## src/rtl/condicionador_entradas.sv

```systemverilog
// Input conditioning for the lamp controller: synchronizes, debounces and classifies the push-button
// and presence sensor into single-cycle commands. Sensor path is compiled in with COND_PRESENCA_EN.
module condicionador_entradas #(
  parameter int unsigned DEBOUNCE_CYC   = 100,
  parameter int unsigned LONG_PRESS_CYC = 3000,
  parameter int unsigned TIMEOUT_CYC    = 30000
) (
  input  logic clk,
  input  logic rst,
  input  logic push_button,
  input  logic infravermelho,
  output logic a,
  output logic b,
  output logic c,
  output logic d
);

  localparam int unsigned DbW = $clog2(DEBOUNCE_CYC + 1);
  localparam int unsigned LpW = $clog2(LONG_PRESS_CYC + 1);

  localparam logic [DbW-1:0] DbMax = DbW'(DEBOUNCE_CYC);
  localparam logic [DbW-1:0] DbOne = DbW'(1);
  localparam logic [LpW-1:0] LpMax = LpW'(LONG_PRESS_CYC);
  localparam logic [LpW-1:0] LpOne = LpW'(1);

  typedef enum logic [1:0] {
    BT_IDLE,
    BT_CONFIRMA,
    BT_PRESSIONADO,
    BT_LONGO
  } bt_state_e;

  logic           btn_meta_q;
  logic           btn_s;
  bt_state_e      bt_q;
  logic [DbW-1:0] deb_q;
  logic [DbW-1:0] rel_q;
  logic [LpW-1:0] hold_q;
  logic [DbW-1:0] deb_inc;
  logic [DbW-1:0] rel_nxt;
  logic [LpW-1:0] hold_inc;

  always_ff @(posedge clk or negedge rst) begin
    if (!rst) begin
      btn_meta_q <= 1'b0;
      btn_s      <= 1'b0;
    end else begin
      btn_meta_q <= push_button;
      btn_s      <= btn_meta_q;
    end
  end

  // Saturating next values; decisions are taken on the value being loaded this edge.
  always_comb begin
    deb_inc  = (deb_q == DbMax) ? deb_q : deb_q + DbOne;
    rel_nxt  = btn_s ? '0 : ((rel_q == DbMax) ? rel_q : rel_q + DbOne);
    hold_inc = (hold_q == LpMax) ? hold_q : hold_q + LpOne;
  end

  always_ff @(posedge clk or negedge rst) begin
    if (!rst) begin
      bt_q   <= BT_IDLE;
      deb_q  <= '0;
      rel_q  <= '0;
      hold_q <= '0;
      a      <= 1'b0;
      b      <= 1'b0;
    end else begin
      a <= 1'b0;
      b <= 1'b0;
      unique case (bt_q)
        BT_IDLE: begin
          if (btn_s) begin
            bt_q  <= BT_CONFIRMA;
            deb_q <= DbOne;
          end
        end
        BT_CONFIRMA: begin
          if (!btn_s) begin
            bt_q  <= BT_IDLE;
            deb_q <= '0;
          end else if (deb_inc == DbMax) begin
            bt_q   <= BT_PRESSIONADO;
            deb_q  <= '0;
            hold_q <= '0;
            rel_q  <= '0;
          end else begin
            deb_q <= deb_inc;
          end
        end
        BT_PRESSIONADO: begin
          hold_q <= hold_inc;
          rel_q  <= rel_nxt;
          // A completed release wins over a hold that matures on the same edge.
          if (rel_nxt == DbMax) begin
            b      <= 1'b1;
            bt_q   <= BT_IDLE;
            rel_q  <= '0;
            hold_q <= '0;
          end else if (hold_inc == LpMax) begin
            a    <= 1'b1;
            bt_q <= BT_LONGO;
          end
        end
        BT_LONGO: begin
          rel_q <= rel_nxt;
          if (rel_nxt == DbMax) begin
            bt_q   <= BT_IDLE;
            rel_q  <= '0;
            hold_q <= '0;
          end
        end
        default: bt_q <= BT_IDLE;
      endcase
    end
  end

`ifdef COND_PRESENCA_EN
  localparam int unsigned ToW = $clog2(TIMEOUT_CYC + 1);
  localparam logic [ToW-1:0] ToMax = ToW'(TIMEOUT_CYC);
  localparam logic [ToW-1:0] ToOne = ToW'(1);

  typedef enum logic [1:0] {
    IR_AUSENTE,
    IR_PRESENTE,
    IR_CONTANDO
  } ir_state_e;

  logic           ir_meta_q;
  logic           ir_s;
  ir_state_e      ir_q;
  logic [DbW-1:0] pres_q;
  logic [ToW-1:0] to_q;
  logic [DbW-1:0] pres_nxt;
  logic [ToW-1:0] to_inc;

  always_ff @(posedge clk or negedge rst) begin
    if (!rst) begin
      ir_meta_q <= 1'b0;
      ir_s      <= 1'b0;
    end else begin
      ir_meta_q <= infravermelho;
      ir_s      <= ir_meta_q;
    end
  end

  always_comb begin
    pres_nxt = ir_s ? ((pres_q == DbMax) ? pres_q : pres_q + DbOne) : '0;
    to_inc   = (to_q == ToMax) ? to_q : to_q + ToOne;
  end

  always_ff @(posedge clk or negedge rst) begin
    if (!rst) begin
      ir_q   <= IR_AUSENTE;
      pres_q <= '0;
      to_q   <= '0;
      c      <= 1'b0;
      d      <= 1'b0;
    end else begin
      c <= 1'b0;
      d <= 1'b0;
      unique case (ir_q)
        IR_AUSENTE: begin
          if (pres_nxt == DbMax) begin
            d      <= 1'b1;
            ir_q   <= IR_PRESENTE;
            pres_q <= '0;
          end else begin
            pres_q <= pres_nxt;
          end
        end
        IR_PRESENTE: begin
          if (!ir_s) begin
            ir_q <= IR_CONTANDO;
            to_q <= ToOne;
          end
        end
        IR_CONTANDO: begin
          if (ir_s) begin
            ir_q <= IR_PRESENTE;
            to_q <= '0;
          end else if (to_inc == ToMax) begin
            c    <= 1'b1;
            ir_q <= IR_AUSENTE;
            to_q <= '0;
          end else begin
            to_q <= to_inc;
          end
        end
        default: ir_q <= IR_AUSENTE;
      endcase
    end
  end
`else
  logic unused_ir;
  assign unused_ir = infravermelho;
  assign c = 1'b0;
  assign d = 1'b0;
`endif

endmodule

```

## config.mk

```make
export PLATFORM = sky130hd
export DESIGN_NAME = condicionador_entradas
export DESIGN_NICKNAME = d
export VERILOG_FILES = /design/src/rtl/condicionador_entradas.sv
export SDC_FILE = /design/constraint.sdc
export NUM_CORES = 1
export LEC_CHECK = 0
export CAP_MARGIN = 20
export CORE_ASPECT_RATIO = 0.7
export CORE_MARGIN = 2
export CORE_UTILIZATION = 44
export CTS_CLUSTER_SIZE = 30
export DETAILED_ROUTE_END_ITERATION = 8
export PLACE_DENSITY = 0.6
export SETUP_SLACK_MARGIN = 0.05
export SLEW_MARGIN = 20
export SYNTH_ARGS = -nofsm -noshare
export SYNTH_HDL_FRONTEND = slang
export SYNTH_SLANG_ARGS = --single-unit
```

## constraint.sdc

```tcl
create_clock -name clk -period 6.54 [get_ports clk]
set_clock_uncertainty 0.1 [all_clocks]
set_input_delay 1.308 -clock clk [delete_from_list [all_inputs] [get_ports clk]]
set_output_delay 1.308 -clock clk [all_outputs]
set_load 0.01 [all_outputs]
```

==> flow_metrics.env, run 1 <==
export IMPL_status="completed"
export IMPL_core_region_area_um2=4780
export IMPL_power_density_nw_per_um2=170
export IMPL_p_leak_nw=0.929
export IMPL_syn_avg_cell_area_um2=8.40
export IMPL_placement_rows=21
export IMPL_postCtsSetupBuffers=0
export IMPL_pwr_share_comb_pct=6.2
export IMPL_routed_via_density=5.79
export IMPL_report_power_total_w=0.000395
export IMPL_start_util_pct=45.5
export IMPL_clkTransAtPathRegs_ps=70
export IMPL_power_share_clock_pct=41.5
export IMPL_finalWeightedCongestion=0.878
export IMPL_max_slew_margin_rel_pct=54.5
export IMPL_drt_first_iter_violations=121
export IMPL_postCtsHoldBufs=0
export IMPL_category_of_the_most_critical_setup_path="reg2reg"
export IMPL_drt_pass1_iter_count=4
export IMPL_final_cell_mix="32 x sky130_fd_sc_hd__dfrtp_1, 30 x sky130_fd_sc_hd__nand2_1, 21 x sky130_fd_sc_hd__nand3_1"
export IMPL_rsz0062_at_grt="no"
export IMPL_vias=1877
export IMPL_power_sequential_fraction_pct=52.3
export IMPL_reg2reg_slack_ps=3940
export IMPL_finalWirelength_um=4830
export IMPL_switching_share_pct=23.0
export IMPL_clockBufferDepth=2
export IMPL_route_detailed_drc=0
export IMPL_design_final_nets=265
export IMPL_endpoint_kind="flop"
export IMPL_worst_pin_slew_ps=681
export IMPL_timing_critical_path_from_type="flop"
export IMPL_die_w_um=88.1
export IMPL_synth_edf_count=0
export IMPL_dp_slack_ps=3960
export IMPL_final_setup_tns_ps=0
export IMPL_yosys_synthesis_warning_count=0
export IMPL_critical_path_peak_fanout=27
export IMPL_drive_gt1_share_pct=7.06
export IMPL_clock_root_buffer="sky130_fd_sc_hd__clkbuf_8"
export IMPL_tritoncts="yes"
export IMPL_ant_nets=0
export IMPL_seq_area_frac_synth_pct=36.8
export IMPL_final_setup_worst_slack_ps=3940
export IMPL_dp_cells=317
export IMPL_clock_sink_count=32
export IMPL_grt_antenna_before_repair=0
export IMPL_routedWlPerCell_um=14.9
export IMPL_finalHoldViolCount=0
export IMPL_timing_max_cap_violations=0
export IMPL_final_period_minus_worst_setup_slack_ps=2600
export IMPL_cts_resized=0
export IMPL_grt_pass1_wl_um=8510
export IMPL_cts_made_buffers=5
export IMPL_final_common_cell="sky130_fd_sc_hd__dfrtp_1"
export IMPL_timing_final_setup_violations=0
export IMPL_tightest_hold_check_type="reg2reg"
export IMPL_worst_endpoint_required_ps=6640
export IMPL_cts_htree_levels=2
export IMPL_synth_cell_types=59
export IMPL_area_delta_synth_final_pct=6.84
export IMPL_number_of_global_route_vias_before_repair=1735
export IMPL_fraction_of_registers_with_async_set_or_reset_after_synthesis_pct=100
export IMPL_ir_drop_v=0.000118
export IMPL_dpl_hpwl_um=3290
export IMPL_grt_total_usage_pct=19.4
export IMPL_clk_insertion_delay_late_ps=280
export IMPL_layoutNonFillerInstCount=324
export IMPL_grt_overflow_total=0
export IMPL_insertedDiodeCount=0
export IMPL_place_port_buffers=4
export IMPL_synth_cells=259
export IMPL_grt_max_degree=33
export IMPL_floorplan_die_height_um=62.8
export IMPL_final_max_slew_viol_count=0
export IMPL_netlist_area_um2=2180
export IMPL_fp_dieArea_um2=5530
export IMPL_ios=8
export IMPL_ys_seq_elements=32
export IMPL_timing_fmax_mhz=384
export IMPL_p_switching_w=0.0000907
export IMPL_final_core_util_pct=48.6
export IMPL_period_utilization_pct=39.8
export IMPL_crit_arrival_ps=2700
export IMPL_power_internal_w=0.000304
export IMPL_synth_main_ff_cell="sky130_fd_sc_hd__dfrtp_1"
==> synth_stat cells (3+ instances only) <==
cell | n | area, um^2
sky130_fd_sc_hd__ha_1 | 6 | 75.1
sky130_fd_sc_hd__nor3_1 | 7 | 35.0
sky130_fd_sc_hd__and3_1 | 5 | 31.3
sky130_fd_sc_hd__nor2_1 | 18 | 67.6
sky130_fd_sc_hd__a21oi_1 | 11 | 55.1
sky130_fd_sc_hd__nand3_1 | 21 | 105
sky130_fd_sc_hd__a31oi_1 | 9 | 56.3
sky130_fd_sc_hd__nand2b_1 | 4 | 25.0
sky130_fd_sc_hd__o21ai_0 | 10 | 50.1
sky130_fd_sc_hd__dfrtp_1 | 32 | 801
sky130_fd_sc_hd__clkbuf_1 | 11 | 41.3
sky130_fd_sc_hd__nor2b_1 | 8 | 50.1
sky130_fd_sc_hd__buf_4 | 3 | 22.5
sky130_fd_sc_hd__nand2_1 | 30 | 113
sky130_fd_sc_hd__inv_1 | 9 | 33.8
sky130_fd_sc_hd__a22o_1 | 3 | 26.3
sky130_fd_sc_hd__o21ai_1 | 10 | 50.1
sky130_fd_sc_hd__a211oi_1 | 3 | 22.5
==> critical path, cell delays in order, from the launching register on <==
cell	delay, ps
sky130_fd_sc_hd__dfrtp_1	480
sky130_fd_sc_hd__ha_1	330
sky130_fd_sc_hd__and4b_1	220
sky130_fd_sc_hd__a211oi_1	260
sky130_fd_sc_hd__o22ai_1	200
sky130_fd_sc_hd__a21boi_4	600
sky130_fd_sc_hd__a31oi_1	180
sky130_fd_sc_hd__a31oi_1	160
==> cell type report <==
cell class                      count  area, um^2
Fill cell                         465        2460
Multi-Input combinational cell    202        1260
Sequential cell                    32         801
Clock buffer                        7        96.3
Tap cell                           69        86.3
Timing Repair Buffer                5        47.5
Inverter                            9        33.8
==> metrics by stage <==
stage,hold WS [ps],cell area [um^2]
after floorplan,231,2180
after global placement,232,2230
after detailed placement,238,2230
after CTS,254,2320
after global routing,262,2320
final,250,2320
==> flip-flops by register name, summed over array words and instances, names as in the netlist <==
register and count:
a 1, rel_q 7, hold_q 12, btn_meta_q 1, deb_q 7, b 1, btn_s 1, bt_q 2
==> power groups by stage <==
| stage | clock network [W] | registers [W] | logic, W |
|---|---|---|---|
| after floorplan | 0 | 0.000208 | 0.0000184 |
| after global placement | 0 | 0.000210 | 0.0000243 |
| after detailed placement | 0 | 0.000210 | 0.0000250 |
| after CTS | 0.000170 | 0.000206 | 0.0000251 |
| after global routing | 0.000178 | 0.000207 | 0.0000285 |
| final | 0.000164 | 0.000207 | 0.0000245 |
==> per-layer routing <==
layer	GRT usage [%]	share of wire (%)
met1	31.7	54
met2	25.9	42
met3	3.96	3.6
met4	3.98	0.72
met5	0	0
==> kinds of logic after synthesis <==
group,Yosys count,share of synthesized area [%]
other,1,0.172
adders and majority gates,6,3.45
muxes,1,0.460
and+or+nand+nor,117,28.6
AOI/OAI and AO/OA,72,23.5
xor gates and xnor gates,4,1.61
DFF,32,36.8
buffers and inverters,26,5.46
==> worst paths after layout <==
| path | startpoint | end | cells after the start |
|---|---|---|---|
| worst min register to register | btn_meta_q | btn_s | 0 |
| max in group asynchronous | rst | hold_q[5] | 2 |
| worst min-delay path | btn_meta_q | btn_s | 0 |
| worst max register to register | rel_q[0] | hold_q[7] | 7 |
| worst max-delay path | rel_q[0] | hold_q[7] | 7 |
| min in group asynchronous | rst | rel_q[3] | 2 |
No activity file was read; power rests on OpenSTA's default activity.
==> inputs of run 2 (changes only) <==
clock period = 2.59 ns   (was 6.54 ns; I/O delays follow)
==> run 2 against run 1 <==
Against the previous run:
- power grew to 2.5 times the previous value
- global-route usage down 0.45 points
- die area unchanged
- critical endpoint is now rel_q[6]
- utilization rose by 1.1 points
- sequential share of layout area is 0.74 points lower
- sequential power rose by 150%
- highest routed layer unchanged
==> flow_metrics.env, run 2 (synthesized netlist as in run 1, its figures left out) <==
export IMPL_status="completed"
export IMPL_clock_root_buffer="sky130_fd_sc_hd__clkbuf_8"
export IMPL_final_core_util_pct=49.7
export IMPL_start_util_pct=45.5
export IMPL_fill_cells=479
export IMPL_clock_sink_count=32
export IMPL_p_leak_nw=0.959
export IMPL_number_of_global_route_vias_before_repair=1679
export IMPL_clkTransAtPathRegs_ps=70
export IMPL_crit_arrival_ps=2490
export IMPL_finalHoldViolCount=0
export IMPL_tightest_hold_check_type="reg2reg"
export IMPL_grt_overflow_total=0
export IMPL_reg2reg_slack_ps=180
export IMPL_drt_pass1_iter_count=4
export IMPL_place_port_buffers=4
export IMPL_final_cell_mix="32 x sky130_fd_sc_hd__dfrtp_1, 30 x sky130_fd_sc_hd__nand2_1, 21 x sky130_fd_sc_hd__nand3_1"
export IMPL_worst_pin_slew_ps=602
export IMPL_met1Wirelength_um=2790
export IMPL_routed_via_density=5.71
export IMPL_drive_gt1_share_pct=10.3
export IMPL_met3WireLength_um=175
export IMPL_routedWlPerCell_um=14.7
export IMPL_placement_rows=21
export IMPL_switching_share_pct=24.7
export IMPL_timing_critical_path_to="rel_q[6]"
export IMPL_area_delta_synth_final_pct=9.20
export IMPL_rsz0062_at_grt="no"
export IMPL_grt_total_usage_pct=19.0
export IMPL_final_setup_tns_ps=0
export IMPL_grt_max_degree=33
export IMPL_largest_register_ff_count=12
export IMPL_power_density_nw_per_um2=418
export IMPL_power_internal_w=0.000747
export IMPL_category_of_the_most_critical_setup_path="reg2reg"
export IMPL_insertedDiodeCount=0
export IMPL_worst_endpoint_required_ps=2670
export IMPL_postCtsSetupBuffers=0
export IMPL_period_utilization_pct=93.1
export IMPL_finalWirelength_um=4870
export IMPL_final_common_cell="sky130_fd_sc_hd__dfrtp_1"
export IMPL_power_sequential_fraction_pct=51.9
export IMPL_ios=8
export IMPL_ir_drop_v=0.000257
export IMPL_vias=1891
export IMPL_core_region_area_um2=4780
export IMPL_regToRegEndpoint="rel_q[6]"
export IMPL_final_max_slew_viol_count=0
export IMPL_p_switching_w=0.000245
export IMPL_cts_htree_levels=2
export IMPL_cts_made_buffers=5
export IMPL_max_slew_margin_rel_pct=59.5
export IMPL_final_period_minus_worst_setup_slack_ps=2410
export IMPL_timing_final_setup_violations=0
export IMPL_largest_registers="hold_q x12, deb_q x7, rel_q x7"
export IMPL_fp_dieArea_um2=5530
export IMPL_route_detailed_drc=0
export IMPL_ant_nets=0
export IMPL_drt_first_iter_violations=134
export IMPL_rr_startpoint="rel_q[0]"
export IMPL_top_register_by_number_of_flip_flops="hold_q"
export IMPL_die_w_um=88.1
export IMPL_endpoint_kind="flop"
export IMPL_pwr_share_comb_pct=7.4
export IMPL_grt_antenna_before_repair=0
export IMPL_clockBufferDepth=2
export IMPL_power_share_clock_pct=40.7
export IMPL_cp_startpoint="rel_q[0]"
export IMPL_wl_met2_um=1850
export IMPL_timing_critical_path_from_type="flop"
export IMPL_dpl_hpwl_um=3340
export IMPL_floorplan_die_height_um=62.8
export IMPL_clk_insertion_delay_late_ps=280
export IMPL_critical_path_peak_fanout=16
export IMPL_worst_r2r_cell_count=9
export IMPL_design_final_nets=271
export IMPL_routed_top_layer="met4"
export IMPL_finalWeightedCongestion=0.864
export IMPL_tritoncts="yes"
export IMPL_grt_pass1_wl_um=8270
export IMPL_timing_fmax_mhz=415
export IMPL_timing_max_cap_violations=0
run 2: changes by cell type in the layout (fill, tap and decap cells not counted), sizes merged:
cell / change
buf: +6
clkinv: +2
clkbuf: -1
run 2: per-stage QoR:
step	area (um^2)	std cells	total power, W	setup WS (ps)	hold slack, ps
after floorplan	2180	260	0.000571	456	122
after global placement	2270	323	0.000597	216	233
after detailed placement	2270	323	0.000598	172	238
after CTS	2370	331	0.00100	166	254
after global routing	2380	331	0.00104	49.5	261
final	2380	331	0.000992	180	252
run 2: how the worst min path moves through the flow:
stage / slack, ps / depth (start not counted) / end / from
after global placement: 230 / 0 / btn_s / btn_meta_q
after global routing: 260 / 0 / btn_s / btn_meta_q
final: 250 / 0 / btn_s / btn_meta_q
after CTS: 250 / 0 / btn_s / btn_meta_q
after floorplan: 120 / 0 / a / rst
after detailed placement: 240 / 0 / btn_s / btn_meta_q
run 2: cell type report:
cell class	count	area [um^2]	area share, %
inverters	9	33.8	1.42
repair buffers	11	92.6	3.90
clock buffers	6	82.6	3.48
well taps	69	86.3	3.63
flip-flops and latches	32	801	33.7
multi-input cells	202	1270	53.4
clock inverters	2	10.0	0.421
run 2: per-layer routing:
metal / vias to the layer above / GRT usage (%)
met5: - / 0
met4: 0 / 5.11
met3: 6 / 3.96
met2: 34 / 24.1
met1: 906 / 31.5
li1: 945 / -
run 2: repair_timing:
item,CTS,global route
hold buffers,0,0
resized for setup,0,3
endpoints found under the setup margin,0,5
run 2: worst max-delay path, stage by stage (launching register included):
cell and delay, ps:
sky130_fd_sc_hd__dfrtp_1 480, sky130_fd_sc_hd__inv_1 110, sky130_fd_sc_hd__ha_1 330, sky130_fd_sc_hd__nor4b_1 220, sky130_fd_sc_hd__o21ai_0 160, sky130_fd_sc_hd__o22ai_2 250
sky130_fd_sc_hd__a21boi_4 80, sky130_fd_sc_hd__buf_4 200, sky130_fd_sc_hd__and2_1 180, sky130_fd_sc_hd__a22o_1 190
run 2: power by group through the flow:
| stage | Clock, W | Combinational (W) | Sequential [W] |
|---|---|---|---|
| detailed placement | 0 | 0.0000744 | 0.000524 |
| CTS | 0.000415 | 0.0000745 | 0.000514 |
| floorplan | 0 | 0.0000465 | 0.000524 |
| global route | 0.000438 | 0.0000835 | 0.000515 |
| global placement | 0 | 0.0000736 | 0.000524 |
| finish | 0.000404 | 0.0000736 | 0.000515 |
==> inputs of run 3 (changes only) <==
--- a/constraint.sdc
+++ b/constraint.sdc
@@ -3,3 +3,3 @@
 set_input_delay 0.518 -clock clk [delete_from_list [all_inputs] [get_ports clk]]
 set_output_delay 0.518 -clock clk [all_outputs]
-set_load 0.01 [all_outputs]
+set_load 0.02 [all_outputs]
==> results of run 3 <==
The final DEF is identical to that of run 2. Status: completed.
Main changes from that run: total power 0.000992 W -> 0.000994 W
